[src/rtl/multicycle_control_fsm_pkg.sv]
// Shared constants for the multicycle MIPS control unit: opcodes, funct codes,
// ALU operation codes, datapath mux encodings and the controller state encoding.
package multicycle_control_fsm_pkg;

  typedef enum logic [3:0] {
    S_FETCH    = 4'd0,
    S_DECODE   = 4'd1,
    S_MEMADR   = 4'd2,
    S_MEMREAD  = 4'd3,
    S_MEMWB    = 4'd4,
    S_MEMWRITE = 4'd5,
    S_EXECUTE  = 4'd6,
    S_ALUWB    = 4'd7,
    S_BRANCH   = 4'd8,
    S_IEXEC    = 4'd9,
    S_IWB      = 4'd10,
    S_JUMP     = 4'd11,
    S_JAL      = 4'd12,
    S_TRAP     = 4'd13
  } state_t;

  localparam logic [5:0] OP_RTYPE = 6'b000000;
  localparam logic [5:0] OP_J     = 6'b000010;
  localparam logic [5:0] OP_JAL   = 6'b000011;
  localparam logic [5:0] OP_BEQ   = 6'b000100;
  localparam logic [5:0] OP_BNE   = 6'b000101;
  localparam logic [5:0] OP_ADDI  = 6'b001000;
  localparam logic [5:0] OP_SLTI  = 6'b001010;
  localparam logic [5:0] OP_ANDI  = 6'b001100;
  localparam logic [5:0] OP_ORI   = 6'b001101;
  localparam logic [5:0] OP_LW    = 6'b100011;
  localparam logic [5:0] OP_SW    = 6'b101011;

  localparam logic [5:0] FN_ADD  = 6'b100000;
  localparam logic [5:0] FN_ADDU = 6'b100001;
  localparam logic [5:0] FN_SUB  = 6'b100010;
  localparam logic [5:0] FN_SUBU = 6'b100011;
  localparam logic [5:0] FN_AND  = 6'b100100;
  localparam logic [5:0] FN_OR   = 6'b100101;
  localparam logic [5:0] FN_XOR  = 6'b100110;
  localparam logic [5:0] FN_NOR  = 6'b100111;
  localparam logic [5:0] FN_SLT  = 6'b101010;

  // ALUOp: the controller's request to the ALU decoder
  localparam logic [2:0] ALUOP_ADD   = 3'b000;
  localparam logic [2:0] ALUOP_SUB   = 3'b001;
  localparam logic [2:0] ALUOP_FUNCT = 3'b010;
  localparam logic [2:0] ALUOP_AND   = 3'b011;
  localparam logic [2:0] ALUOP_OR    = 3'b100;
  localparam logic [2:0] ALUOP_SLT   = 3'b101;

  localparam logic [3:0] ALU_AND = 4'b0000;
  localparam logic [3:0] ALU_OR  = 4'b0001;
  localparam logic [3:0] ALU_ADD = 4'b0010;
  localparam logic [3:0] ALU_XOR = 4'b0011;
  localparam logic [3:0] ALU_SUB = 4'b0110;
  localparam logic [3:0] ALU_SLT = 4'b0111;
  localparam logic [3:0] ALU_NOR = 4'b1100;

  localparam logic [2:0] SRCB_B       = 3'b000;
  localparam logic [2:0] SRCB_FOUR    = 3'b001;
  localparam logic [2:0] SRCB_SIMM    = 3'b010;
  localparam logic [2:0] SRCB_SIMM_SH = 3'b011;
  localparam logic [2:0] SRCB_ZIMM    = 3'b100;

  localparam logic [1:0] BR_NONE = 2'b00;
  localparam logic [1:0] BR_EQ   = 2'b01;
  localparam logic [1:0] BR_NE   = 2'b10;

endpackage

[src/rtl/multicycle_control_fsm_if.sv]
// Controller <-> datapath bundle. The master is the control unit, the slave is
// the datapath (instruction register, ALU flags, memory and the muxes/enables).
interface multicycle_control_fsm_if #(
  parameter int OPCODE_WIDTH = 6,
  parameter int FUNCT_WIDTH  = 6,
  parameter int ALU_OP_WIDTH = 4,
  parameter int CNT_WIDTH    = 32
);
  // Memory handshake: MemReady high in a cycle means the access presented in
  // that cycle (fetch, load or store) completes at the next rising edge;
  // while it is low the controller holds its state and its request outputs.
  logic [OPCODE_WIDTH-1:0] Opcode;
  logic [FUNCT_WIDTH-1:0]  Funct;
  logic                    Zero;
  logic                    MemReady;

  logic                    IorD;
  logic [1:0]              ALUSrcA;
  logic [2:0]              ALUSrcB;
  logic [1:0]              RegDst;
  logic [1:0]              MemtoReg;
  logic [1:0]              PCSrc;
  logic [1:0]              Branch;
  logic                    IRWrite;
  logic                    MemWrite;
  logic                    PCWrite;
  logic                    RegWrite;
  logic                    PCEn;
  logic [ALU_OP_WIDTH-1:0] ALUControl;
  logic                    IllegalInstr;
  logic [CNT_WIDTH-1:0]    InstrCount;

  modport master (
    input  Opcode, Funct, Zero, MemReady,
    output IorD, ALUSrcA, ALUSrcB, RegDst, MemtoReg, PCSrc, Branch,
           IRWrite, MemWrite, PCWrite, RegWrite, PCEn, ALUControl,
           IllegalInstr, InstrCount
  );

  modport slave (
    output Opcode, Funct, Zero, MemReady,
    input  IorD, ALUSrcA, ALUSrcB, RegDst, MemtoReg, PCSrc, Branch,
           IRWrite, MemWrite, PCWrite, RegWrite, PCEn, ALUControl,
           IllegalInstr, InstrCount
  );
endinterface

[src/rtl/multicycle_control_fsm_alu_decoder.sv]
// ALU decoder: turns the controller's ALUOp request (and Funct for R-type)
// into the ALUControl code driven to the ALU.
module mc_alu_decoder
  import multicycle_control_fsm_pkg::*;
#(
  parameter int FUNCT_WIDTH  = 6,
  parameter int ALU_OP_WIDTH = 4
) (
  input  logic [2:0]              alu_op,
  input  logic [FUNCT_WIDTH-1:0]  funct,
  output logic [ALU_OP_WIDTH-1:0] alu_control
);
  logic [5:0] fn;
  logic [3:0] code;

  assign fn = 6'(funct);

  always_comb begin
    code = ALU_ADD;
    case (alu_op)
      ALUOP_SUB: code = ALU_SUB;
      ALUOP_AND: code = ALU_AND;
      ALUOP_OR:  code = ALU_OR;
      ALUOP_SLT: code = ALU_SLT;
      ALUOP_FUNCT: begin
        // unrecognised funct codes fall back to add
        case (fn)
          FN_SUB, FN_SUBU: code = ALU_SUB;
          FN_AND:          code = ALU_AND;
          FN_OR:           code = ALU_OR;
          FN_XOR:          code = ALU_XOR;
          FN_NOR:          code = ALU_NOR;
          FN_SLT:          code = ALU_SLT;
          default:         code = ALU_ADD;
        endcase
      end
      default: code = ALU_ADD;
    endcase
  end

  assign alu_control = ALU_OP_WIDTH'(code);
endmodule

[src/rtl/multicycle_control_fsm.sv]
// Moore-style main controller for the multicycle MIPS datapath with a memory
// ready handshake, JAL/BNE support, an illegal-opcode trap and a retire counter.
module multicycle_control_fsm
  import multicycle_control_fsm_pkg::*;
#(
  parameter int OPCODE_WIDTH = 6,
  parameter int FUNCT_WIDTH  = 6,
  parameter int ALU_OP_WIDTH = 4,
  parameter int MEM_WAIT_EN  = 1,
  parameter int CNT_WIDTH    = 32
) (
  input  logic                     clk,
  input  logic                     rst,
  multicycle_control_fsm_if.master bus,
  output state_t                   state_dbg
);
  state_t                  state_q, state_d;
  logic [CNT_WIDTH-1:0]    cnt_q;
  logic [OPCODE_WIDTH-1:0] opcode;
  logic [5:0]              op;
  logic                    mem_rdy;

  logic       iord, irw, mw, pcw, rw;
  logic [1:0] srca, regdst, m2r, pcsrc, branch;
  logic [2:0] srcb, alu_op;

  assign opcode  = bus.Opcode;
  assign op      = 6'(opcode);
  assign mem_rdy = (MEM_WAIT_EN != 0) ? bus.MemReady : 1'b1;

  always_ff @(posedge clk or posedge rst) begin
    if (rst) begin
      state_q <= S_FETCH;
      cnt_q   <= '0;
    end else begin
      state_q <= state_d;
      // an instruction retires on every return to FETCH
      if (state_d == S_FETCH && state_q != S_FETCH)
        cnt_q <= cnt_q + CNT_WIDTH'(1);
    end
  end

  always_comb begin
    state_d = state_q;
    iord    = 1'b0;
    srca    = 2'd0;
    srcb    = SRCB_B;
    regdst  = 2'd0;
    m2r     = 2'd0;
    pcsrc   = 2'd0;
    branch  = BR_NONE;
    irw     = 1'b0;
    mw      = 1'b0;
    pcw     = 1'b0;
    rw      = 1'b0;
    alu_op  = ALUOP_ADD;
    case (state_q)
      S_FETCH: begin
        srcb = SRCB_FOUR;
        irw  = mem_rdy;
        pcw  = mem_rdy;
        if (mem_rdy) state_d = S_DECODE;
      end
      S_DECODE: begin
        srcb = SRCB_SIMM_SH;
        case (op)
          OP_LW, OP_SW:                      state_d = S_MEMADR;
          OP_RTYPE:                          state_d = S_EXECUTE;
          OP_BEQ, OP_BNE:                    state_d = S_BRANCH;
          OP_ADDI, OP_ANDI, OP_ORI, OP_SLTI: state_d = S_IEXEC;
          OP_J:                              state_d = S_JUMP;
          OP_JAL:                            state_d = S_JAL;
          default:                           state_d = S_TRAP;
        endcase
      end
      S_MEMADR: begin
        srca    = 2'd1;
        srcb    = SRCB_SIMM;
        state_d = (op == OP_LW) ? S_MEMREAD : S_MEMWRITE;
      end
      S_MEMREAD: begin
        iord = 1'b1;
        if (mem_rdy) state_d = S_MEMWB;
      end
      S_MEMWRITE: begin
        iord = 1'b1;
        mw   = 1'b1;
        if (mem_rdy) state_d = S_FETCH;
      end
      S_MEMWB: begin
        m2r     = 2'd1;
        rw      = 1'b1;
        state_d = S_FETCH;
      end
      S_EXECUTE: begin
        srca    = 2'd1;
        alu_op  = ALUOP_FUNCT;
        state_d = S_ALUWB;
      end
      S_ALUWB: begin
        regdst  = 2'd1;
        rw      = 1'b1;
        state_d = S_FETCH;
      end
      S_BRANCH: begin
        srca    = 2'd1;
        alu_op  = ALUOP_SUB;
        pcsrc   = 2'd1;
        branch  = (op == OP_BNE) ? BR_NE : BR_EQ;
        state_d = S_FETCH;
      end
      S_IEXEC: begin
        srca = 2'd1;
        // logical immediates are zero-extended, arithmetic ones sign-extended
        srcb = (op == OP_ANDI || op == OP_ORI) ? SRCB_ZIMM : SRCB_SIMM;
        case (op)
          OP_ANDI: alu_op = ALUOP_AND;
          OP_ORI:  alu_op = ALUOP_OR;
          OP_SLTI: alu_op = ALUOP_SLT;
          default: alu_op = ALUOP_ADD;
        endcase
        state_d = S_IWB;
      end
      S_IWB: begin
        rw      = 1'b1;
        state_d = S_FETCH;
      end
      S_JUMP: begin
        pcsrc   = 2'd2;
        pcw     = 1'b1;
        state_d = S_FETCH;
      end
      S_JAL: begin
        pcsrc   = 2'd2;
        pcw     = 1'b1;
        regdst  = 2'd2;
        m2r     = 2'd2;
        rw      = 1'b1;
        state_d = S_FETCH;
      end
      S_TRAP:  state_d = S_TRAP;
      default: state_d = S_FETCH;
    endcase
  end

  mc_alu_decoder #(
    .FUNCT_WIDTH  (FUNCT_WIDTH),
    .ALU_OP_WIDTH (ALU_OP_WIDTH)
  ) u_alu_decoder (
    .alu_op      (alu_op),
    .funct       (bus.Funct),
    .alu_control (bus.ALUControl)
  );

  // enables are blocked for as long as rst is high, not just until the edge
  assign bus.IRWrite  = irw & ~rst;
  assign bus.MemWrite = mw & ~rst;
  assign bus.PCWrite  = pcw & ~rst;
  assign bus.RegWrite = rw & ~rst;
  assign bus.PCEn     = ~rst & (pcw | ((branch == BR_EQ) & bus.Zero)
                                    | ((branch == BR_NE) & ~bus.Zero));

  assign bus.IorD         = iord;
  assign bus.ALUSrcA      = srca;
  assign bus.ALUSrcB      = srcb;
  assign bus.RegDst       = regdst;
  assign bus.MemtoReg     = m2r;
  assign bus.PCSrc        = pcsrc;
  assign bus.Branch       = branch;
  assign bus.IllegalInstr = (state_q == S_TRAP);
  assign bus.InstrCount   = cnt_q;
  assign state_dbg        = state_q;
endmodule

[src/flat_wrapper.sv]
// flat-port wrapper written by rule: the top's interface ports become plain ports
module multicycle_control_fsm_flat import multicycle_control_fsm_pkg::*;
#(
  parameter int OPCODE_WIDTH = 6,
  parameter int FUNCT_WIDTH  = 6,
  parameter int ALU_OP_WIDTH = 4,
  parameter int MEM_WAIT_EN  = 1,
  parameter int CNT_WIDTH    = 32
)
  (clk, rst, state_dbg, bus_Opcode, bus_Funct, bus_Zero, bus_MemReady, bus_IorD, bus_ALUSrcA, bus_ALUSrcB, bus_RegDst, bus_MemtoReg, bus_PCSrc, bus_Branch, bus_IRWrite, bus_MemWrite, bus_PCWrite, bus_RegWrite, bus_PCEn, bus_ALUControl, bus_IllegalInstr, bus_InstrCount);
  multicycle_control_fsm_if #(.OPCODE_WIDTH(OPCODE_WIDTH), .FUNCT_WIDTH(FUNCT_WIDTH), .ALU_OP_WIDTH(ALU_OP_WIDTH), .CNT_WIDTH(CNT_WIDTH)) bus_i ();
  input  logic clk;
  input  logic rst;
  output state_t state_dbg;
  input wire logic [$bits(bus_i.Opcode)-1:0] bus_Opcode;
  input wire logic [$bits(bus_i.Funct)-1:0] bus_Funct;
  input wire logic [$bits(bus_i.Zero)-1:0] bus_Zero;
  input wire logic [$bits(bus_i.MemReady)-1:0] bus_MemReady;
  output wire logic [$bits(bus_i.IorD)-1:0] bus_IorD;
  output wire logic [$bits(bus_i.ALUSrcA)-1:0] bus_ALUSrcA;
  output wire logic [$bits(bus_i.ALUSrcB)-1:0] bus_ALUSrcB;
  output wire logic [$bits(bus_i.RegDst)-1:0] bus_RegDst;
  output wire logic [$bits(bus_i.MemtoReg)-1:0] bus_MemtoReg;
  output wire logic [$bits(bus_i.PCSrc)-1:0] bus_PCSrc;
  output wire logic [$bits(bus_i.Branch)-1:0] bus_Branch;
  output wire logic [$bits(bus_i.IRWrite)-1:0] bus_IRWrite;
  output wire logic [$bits(bus_i.MemWrite)-1:0] bus_MemWrite;
  output wire logic [$bits(bus_i.PCWrite)-1:0] bus_PCWrite;
  output wire logic [$bits(bus_i.RegWrite)-1:0] bus_RegWrite;
  output wire logic [$bits(bus_i.PCEn)-1:0] bus_PCEn;
  output wire logic [$bits(bus_i.ALUControl)-1:0] bus_ALUControl;
  output wire logic [$bits(bus_i.IllegalInstr)-1:0] bus_IllegalInstr;
  output wire logic [$bits(bus_i.InstrCount)-1:0] bus_InstrCount;
  assign bus_i.Opcode = bus_Opcode;
  assign bus_i.Funct = bus_Funct;
  assign bus_i.Zero = bus_Zero;
  assign bus_i.MemReady = bus_MemReady;
  assign bus_IorD = bus_i.IorD;
  assign bus_ALUSrcA = bus_i.ALUSrcA;
  assign bus_ALUSrcB = bus_i.ALUSrcB;
  assign bus_RegDst = bus_i.RegDst;
  assign bus_MemtoReg = bus_i.MemtoReg;
  assign bus_PCSrc = bus_i.PCSrc;
  assign bus_Branch = bus_i.Branch;
  assign bus_IRWrite = bus_i.IRWrite;
  assign bus_MemWrite = bus_i.MemWrite;
  assign bus_PCWrite = bus_i.PCWrite;
  assign bus_RegWrite = bus_i.RegWrite;
  assign bus_PCEn = bus_i.PCEn;
  assign bus_ALUControl = bus_i.ALUControl;
  assign bus_IllegalInstr = bus_i.IllegalInstr;
  assign bus_InstrCount = bus_i.InstrCount;
  multicycle_control_fsm #(.OPCODE_WIDTH(OPCODE_WIDTH), .FUNCT_WIDTH(FUNCT_WIDTH), .ALU_OP_WIDTH(ALU_OP_WIDTH), .MEM_WAIT_EN(MEM_WAIT_EN), .CNT_WIDTH(CNT_WIDTH)) u_core (.clk(clk), .rst(rst), .bus(bus_i), .state_dbg(state_dbg));
endmodule
[config.mk]
export PLATFORM = sky130hd
export DESIGN_NAME = multicycle_control_fsm_flat
export DESIGN_NICKNAME = d
export VERILOG_FILES = /design/src/rtl/multicycle_control_fsm_pkg.sv /design/src/rtl/multicycle_control_fsm_if.sv /design/src/rtl/multicycle_control_fsm_alu_decoder.sv /design/src/rtl/multicycle_control_fsm.sv /design/src/flat_wrapper.sv
export SDC_FILE = /design/constraint.sdc
export NUM_CORES = 1
export LEC_CHECK = 0
export CAP_MARGIN = 25
export CELL_PAD_IN_SITES_DETAIL_PLACEMENT = 1
export CELL_PAD_IN_SITES_GLOBAL_PLACEMENT = 1
export CORE_MARGIN = 2
export CORE_UTILIZATION = 37
export DETAILED_ROUTE_END_ITERATION = 8
export PLACE_DENSITY_LB_ADDON = 0.2
export SLEW_MARGIN = 10
export SYNTH_ARGS = -nofsm -noshare
export SYNTH_HDL_FRONTEND = slang
export SYNTH_HIERARCHICAL = 1
export SYNTH_SLANG_ARGS = --single-unit
[constraint.sdc]
create_clock -name clk -period 3.6 [get_ports clk]
set_input_delay 0.54 -clock clk [delete_from_list [all_inputs] [get_ports clk]]
set_output_delay 0.54 -clock clk [all_outputs]
set_load 0.01 [all_outputs]
==> flow_summary.toml, run 1 <==
[outcome]
status = "completed"

[logic_synthesis]
synth_edf_count = 0
synthSimpleGateAreaFrac_pct = 33.8
syn_area_per_cell_um2 = 9.06
synth_top_cell_by_area = "dfrtp_1"
syn_area_um2 = 2390
synth-seq-cells = 36
synth_ff_type = "dfrtp_1"
netlist_instances = 264
yosysWarnings = 6
synth-xor-area-share_pct = 12.4
synth-async-reset-ratio_pct = 100
syn_nets = 281
synth_top_family_by_area = "simple AND/OR/NAND/NOR gates"
yosys.area.top_type_share_pct = 37.7
synth_area_leaders = "dfrtp_1 38%, xor2_1 6.6%, xnor2_1 5.9%"
seq_area_frac_synth_pct = 37.7
yosys.area_share.adder_pct = 0.523
synth_compound_area_share_pct = 7.85
synthMuxAreaShare_pct = 1.73
ys_types = 56

[placement]
dpl.hpwl_um = 5110
place_area_um2 = 3250
port_buffers = 74
gp_congestion = 0.870

[sta]
setup_tns_ps = 0
hold_viol_final = 0
period_needed_ps = 3420
rsz0062_at_grt = "no"
relSlewSlack_pct = 66.4
setup_violations = 0
fin_skew_ps = 15.2
clock.fmax_mhz = 292
worst_slew_pin_slew_ps = 504
maxSlewViolCount = 0
fin_crit_sh_pct = 95.0

[critical_path]
startpoint_type = "primary input"
worstSetupPathType = "in2out"
cp_data_required_time_ps = 3060
r2r-start = "u_core/state_dbg[2]$_DFF_PP0_"
slowest_delay_ps = 560
cpMostUsedCell = "clkdlybuf4s50_1"
r2r_cells = 8
crit_chain = "clkdlybuf4s50_1 -> or4b_4 -> o31ai_1 -> buf_4 -> or2b_1 -> nor2_1 -> a31oi_1 -> clkdlybuf4s50_1"
rrSetupSlack_ps = 1110
crit_path_end_kind = "output port"
critPathSlowestCell = "or4b_4"
crit_fanout = 5
r2r-end = "u_core/bus.InstrCount[26]$_DFFE_PP0P_"
cp.arrival_ps = 2880

[clock_tree]
cts_tree = "done"
post_cts_buffers = 0
cts.reportedPaths.clkPinSlew_ps = 70
clockBufferDepth = 2
clk_latency_ps = 290
cts_buffers = 5
hold_buffers = 0
cts_resized = 0
cts_root_buffer = "clkbuf_8"
htree_levels = 2
cts.sinks = 36

[pwr]
p_sw_share_pct = 39.8
clockPowerShare_pct = 18.5
vdd_drop_max_mv = 0.396
p_comb_share_pct = 53.8
p_sw_uw = 767
p_per_area_nw_per_um2 = 570
power_frac_seq_pct = 27.7
p_int_mw = 1.16
power_leakage_nw = 1.44

[layout]
syn2layout_area_growth_pct = 41.3
register_area_um2 = 901
stdcell_area_um2 = 3380
fill_cells = 769
multi_input_area_um2 = 1370
nets = 366
final_core_util_pct = 53.5
drive_gt1_share_pct = 12.6
antenna_cells = 0

[floorplan]
start_util_pct = 37.9
die_h_um = 84.4
dieWidth_um = 84.4
io_pins = 76
die-area_um2 = 7130
coreArea_um2 = 6310
fp-row-count = 29

[grt]
grt_pass1_wl_um = 11800
grt_pass1_vias = 2452
antenna_found_initial = 0
overflow = 0
grtUsageTotal_pct = 20.0
grt_max_degree = 39

[route]
ant_nets = 0
vias = 2311
drt_pass1_iterations = 4
drc = 0
drt_iter0_markers = 74
via_per_inst = 5.41
wl_per_cell_um = 16.1
wl_um = 6890

[worst_hold_path]
min_from = "u_core/bus.InstrCount[24]$_DFFE_PP0P_"
min_to = "u_core/bus.InstrCount[24]$_DFFE_PP0P_"
hold_class = "reg2reg"
min_path_cells = 1

[job]
drv_cap = 0
## cells in the mapped netlist (3+ instances only)
cell and number:
dfrtp_1 36, nor2_1 26, nand3_1 20, xor2_1 18, nand2_1 16, xnor2_1 16
nor3_1 15, inv_1 12, nand4_1 10, nor4_1 10, and3_1 7, nor2b_1 6
o21ai_0 6, buf_6 4, a21oi_1 3, and3_2 3, buf_4 3, mux2i_1 3
o31ai_1 3
## state kept, by name (all words and copies together), names as in the netlist
signal,cells
u_core/bus.InstrCount,32
u_core/state_dbg,4
## power groups by stage
stage               sequential, mW  clock [mW]  combinational [mW]
finish                       0.533       0.356                1.04
global route                 0.545       0.381                1.13
CTS                          0.534       0.367                1.04
detailed placement           0.542           0                1.03
global placement             0.535           0                1.01
floorplan                    0.543           0               0.615
## worst max-delay path: cells and delay by family
kind | cells | cell delay [ps]
and+or+nand+nor | 3 | 750
AOI/OAI and AO/OA | 2 | 430
buffers and inverters | 3 | 1160
## layout by cell type (no fill, tap or decap), types with 2 or more instances in the layout
cell and instances:
nor3_1 15, mux2i_1 3, nand4_1 10, nand3_1 20, clkbuf_8 5, buf_4 15
or3_1 2, o31ai_1 2, xnor2_1 16, and4_4 2, and3_1 7, o21ai_0 6
nor4_1 9, a21oi_1 3, o2111ai_1 2, nor2b_1 6, inv_1 12, clkdlybuf4s50_1 74
and2_1 2, nor2_1 26, a31oi_1 2, nand2_1 16, and3_2 3, nand2b_1 2
dfrtp_1 36, nand3b_1 2, o21a_1 2, xor2_1 18, or2b_2 2
## per-stage QoR
step                worst slack (ps)  total power [mW]  cells  hold WS (ps)
floorplan                       1000              1.16    264           504
global route                   0.953              2.05    427           512
CTS                             13.9              1.94    427           492
finish                           178              1.93    427           493
detailed placement              95.0              1.58    419           478
global placement                 224              1.54    419           456
## final cells by class
| class | instances | area share [%] |
|---|---|---|
| clock inverters | 3 | 1.26 |
| clock buffers | 5 | 2.04 |
| flip-flops and latches | 36 | 26.7 |
| repair buffers | 89 | 25.2 |
| well taps | 77 | 2.85 |
| multi-input cells | 205 | 40.6 |
| inverters | 12 | 1.33 |
## cell families after synthesis
family / count (synthesis)
mux: 4
other cells: 1
flops: 36
simple gates: 138
fa+ha+maj: 1
compound gates: 27
xor+xnor: 34
buf+inv: 23
## layer usage
metal | vias up | global-route usage, % | wire [um]
met5 | - | 0 | 0
met4 | 0 | 4.18 | 30
met3 | 4 | 3.74 | 220
met2 | 54 | 35.1 | 3440
met1 | 1142 | 25.8 | 3200
li1 | 1111 | - | -
## worst max-delay path by stage
stage,from,end,slack [ps],cells after the start
after floorplan,rst,bus_PCEn,1000,4
after global placement,bus_Opcode[1],bus_ALUControl[1],220,8
after detailed placement,bus_Opcode[1],bus_ALUControl[0],100,9
after CTS,u_core/state_dbg[1]$_DFF_PP0_,bus_ALUControl[0],10,7
after global routing,u_core/state_dbg[1]$_DFF_PP0_,bus_ALUControl[0],1,7
final,bus_Opcode[1],bus_ALUControl[1],180,8
No activity file was read; power rests on OpenSTA's default activity.
==> run 2: changes to the inputs <==
--- a/config.mk
+++ b/config.mk
@@ -9,7 +9,7 @@
 export CELL_PAD_IN_SITES_DETAIL_PLACEMENT = 1
 export CELL_PAD_IN_SITES_GLOBAL_PLACEMENT = 1
 export CORE_MARGIN = 2
-export CORE_UTILIZATION = 37
+export CORE_UTILIZATION = 34
 export DETAILED_ROUTE_END_ITERATION = 8
 export PLACE_DENSITY_LB_ADDON = 0.2
 export SLEW_MARGIN = 10
==> constraint.sdc (replaced) <==
create_clock -name clk -period 3.57 [get_ports clk]
set_input_delay 0.5355 -clock clk [delete_from_list [all_inputs] [get_ports clk]]
set_output_delay 0.5355 -clock clk [all_outputs]
set_load 0.01 [all_outputs]
==> flow_summary.toml, run 2 (same netlist as run 1, synthesis figures left out) <==
[grt]
antenna_found_initial = 0
grt_pass1_vias = 2374
grtUsageTotal_pct = 18.3
grt_max_degree = 39
grt_pass1_wl_um = 11200
overflow = 0

[floorplan]
fp-row-count = 30
die-area_um2 = 7720
io_pins = 76
coreArea_um2 = 6790
start_util_pct = 35.2
dieWidth_um = 87.9
die_h_um = 87.9

[layout]
fill_cells = 804
final_cell_mix = "73 x clkdlybuf4s50_1, 36 x dfrtp_1, 26 x nor2_1"
stdcell_area_um2 = 3380
largest_reg_flops = 32
final_core_util_pct = 49.7
antenna_cells = 0
register_area_um2 = 901
drive_gt1_share_pct = 11.7
layout_commonest_cell = "clkdlybuf4s50_1"
syn2layout_area_growth_pct = 41.3
multi_input_area_um2 = 1370
nets = 366

[sta]
fin_skew_ps = 4.44
setup_slack_ps = 172
maxSlewViolCount = 0
worst_hold_slack_ps = 483
clock.fmax_mhz = 294
setup_violations = 0
setup_tns_ps = 0
period_needed_ps = 3400
rsz0062_at_grt = "no"
hold_viol_final = 0
fin_crit_sh_pct = 95.2

[clock_tree]
cts.reportedPaths.clkPinSlew_ps = 70
clockBufferDepth = 2
hold_buffers = 0
cts_root_buffer = "clkbuf_8"
cts_buffers = 5
post_cts_buffers = 0
cts_tree = "done"
htree_levels = 2
cts_resized = 0
cts.sinks = 36
clk_latency_ps = 290

[critical_path]
cp-endpoint = "bus_ALUControl[1]"
r2r-end = "u_core/bus.InstrCount[26]$_DFFE_PP0P_"
startpoint_type = "primary input"
crit_fanout = 5
worstSetupPathType = "in2out"
rrSetupSlack_ps = 1050
cpMostUsedCell = "clkdlybuf4s50_1"
slowest_delay_ps = 560
cp.arrival_ps = 2860
cp_data_required_time_ps = 3030
crit_chain = "clkdlybuf4s50_1 -> or4b_4 -> o31ai_1 -> buf_4 -> or2b_1 -> nor2_1 -> a31oi_1 -> clkdlybuf4s50_1"
critPathSlowestCell = "or4b_4"
crit_start = "bus_Opcode[1]"
crit_path_end_kind = "output port"
r2r_cells = 7
r2r-start = "u_core/state_dbg[1]$_DFF_PP0_"

[pwr]
p_per_area_nw_per_um2 = 556
vdd_drop_max_mv = 0.259
power_leakage_nw = 1.44

[placement]
post-place-ws_ps = 109
place_area_um2 = 3270
dpl.hpwl_um = 5050
port_buffers = 74
gp_congestion = 0.818

[route]
vias = 2265
wl_per_cell_um = 15.0
drc = 0
via_per_inst = 5.08
ant_nets = 0
wl_um = 6690
drt_iter0_markers = 69
drt_pass1_iterations = 4

[worst_hold_path]
min_from = "u_core/bus.InstrCount[31]$_DFFE_PP0P_"
min_path_cells = 1
hold_class = "reg2reg"

[outcome]
status = "completed"

[job]
drv_cap = 0
[run 2: cell count changes in the layout (fill, tap and decap cells not counted), sizes merged]
cell           previous run  this run
clkbuf                    5         8
dlymetal6s2s              0         1
clkinvlp                  1         0
bufinv                    1         0
clkinv                    1         0
clkdlybuf4s50            74        73
[run 2: how the worst min path moves through the flow]
| stage | to | slack, ps |
|---|---|---|
| global placement | u_core/bus.InstrCount[31]$_DFFE_PP0P_ | 460 |
| floorplan | u_core/bus.InstrCount[31]$_DFFE_PP0P_ | 500 |
| finish | u_core/bus.InstrCount[31]$_DFFE_PP0P_ | 480 |
| CTS | u_core/bus.InstrCount[31]$_DFFE_PP0P_ | 490 |
| detailed placement | u_core/bus.InstrCount[31]$_DFFE_PP0P_ | 470 |
| global route | u_core/bus.InstrCount[31]$_DFFE_PP0P_ | 500 |
[run 2: area by class of cell]
| type | instances | area share [%] |
|---|---|---|
| clock buffer | 8 | 2.67 |
| inverter | 12 | 1.33 |
| multi-input combinational | 205 | 40.5 |
| sequential | 36 | 26.7 |
| tap | 96 | 3.55 |
| timing repair buffer | 89 | 25.3 |
[run 2: through the flow]
step | cells | power (mW)
6_report | 446 | 1.88
5_1_grt | 446 | 2.02
4_1_cts | 446 | 1.89
3_5_place_dp | 438 | 1.58
3_3_place_gp | 438 | 1.57
2_1_floorplan | 264 | 1.17
[run 2: power by group]
group / total (mW) / internal, mW / leakage, nW / switching (mW)
Sequential: 0.539 / 0.461 / 0.479 / 0.0772
Clock: 0.303 / 0.157 / 0.0455 / 0.145
Combinational: 1.04 / 0.503 / 0.913 / 0.536
Total: 1.88 / 1.12 / 1.44 / 0.759
[run 2: worst max-delay path: cells and delay by family]
| kind | cells | cell delay [ps] |
|---|---|---|
| AO/OA/AOI/OAI | 2 | 420 |
| buffers and inverters | 3 | 1160 |
| AND/OR/NAND/NOR | 3 | 750 |
[run 2: layer usage]
layer	routed length [um]	global-route usage (%)	part of all wire (%)	up-vias
met4	37	2.52	0.55	0
li1	-	-	-	1110
met5	0	0	0	-
met3	210	4.15	3.1	4
met2	3230	30.7	48	44
met1	3200	24.7	48	1107
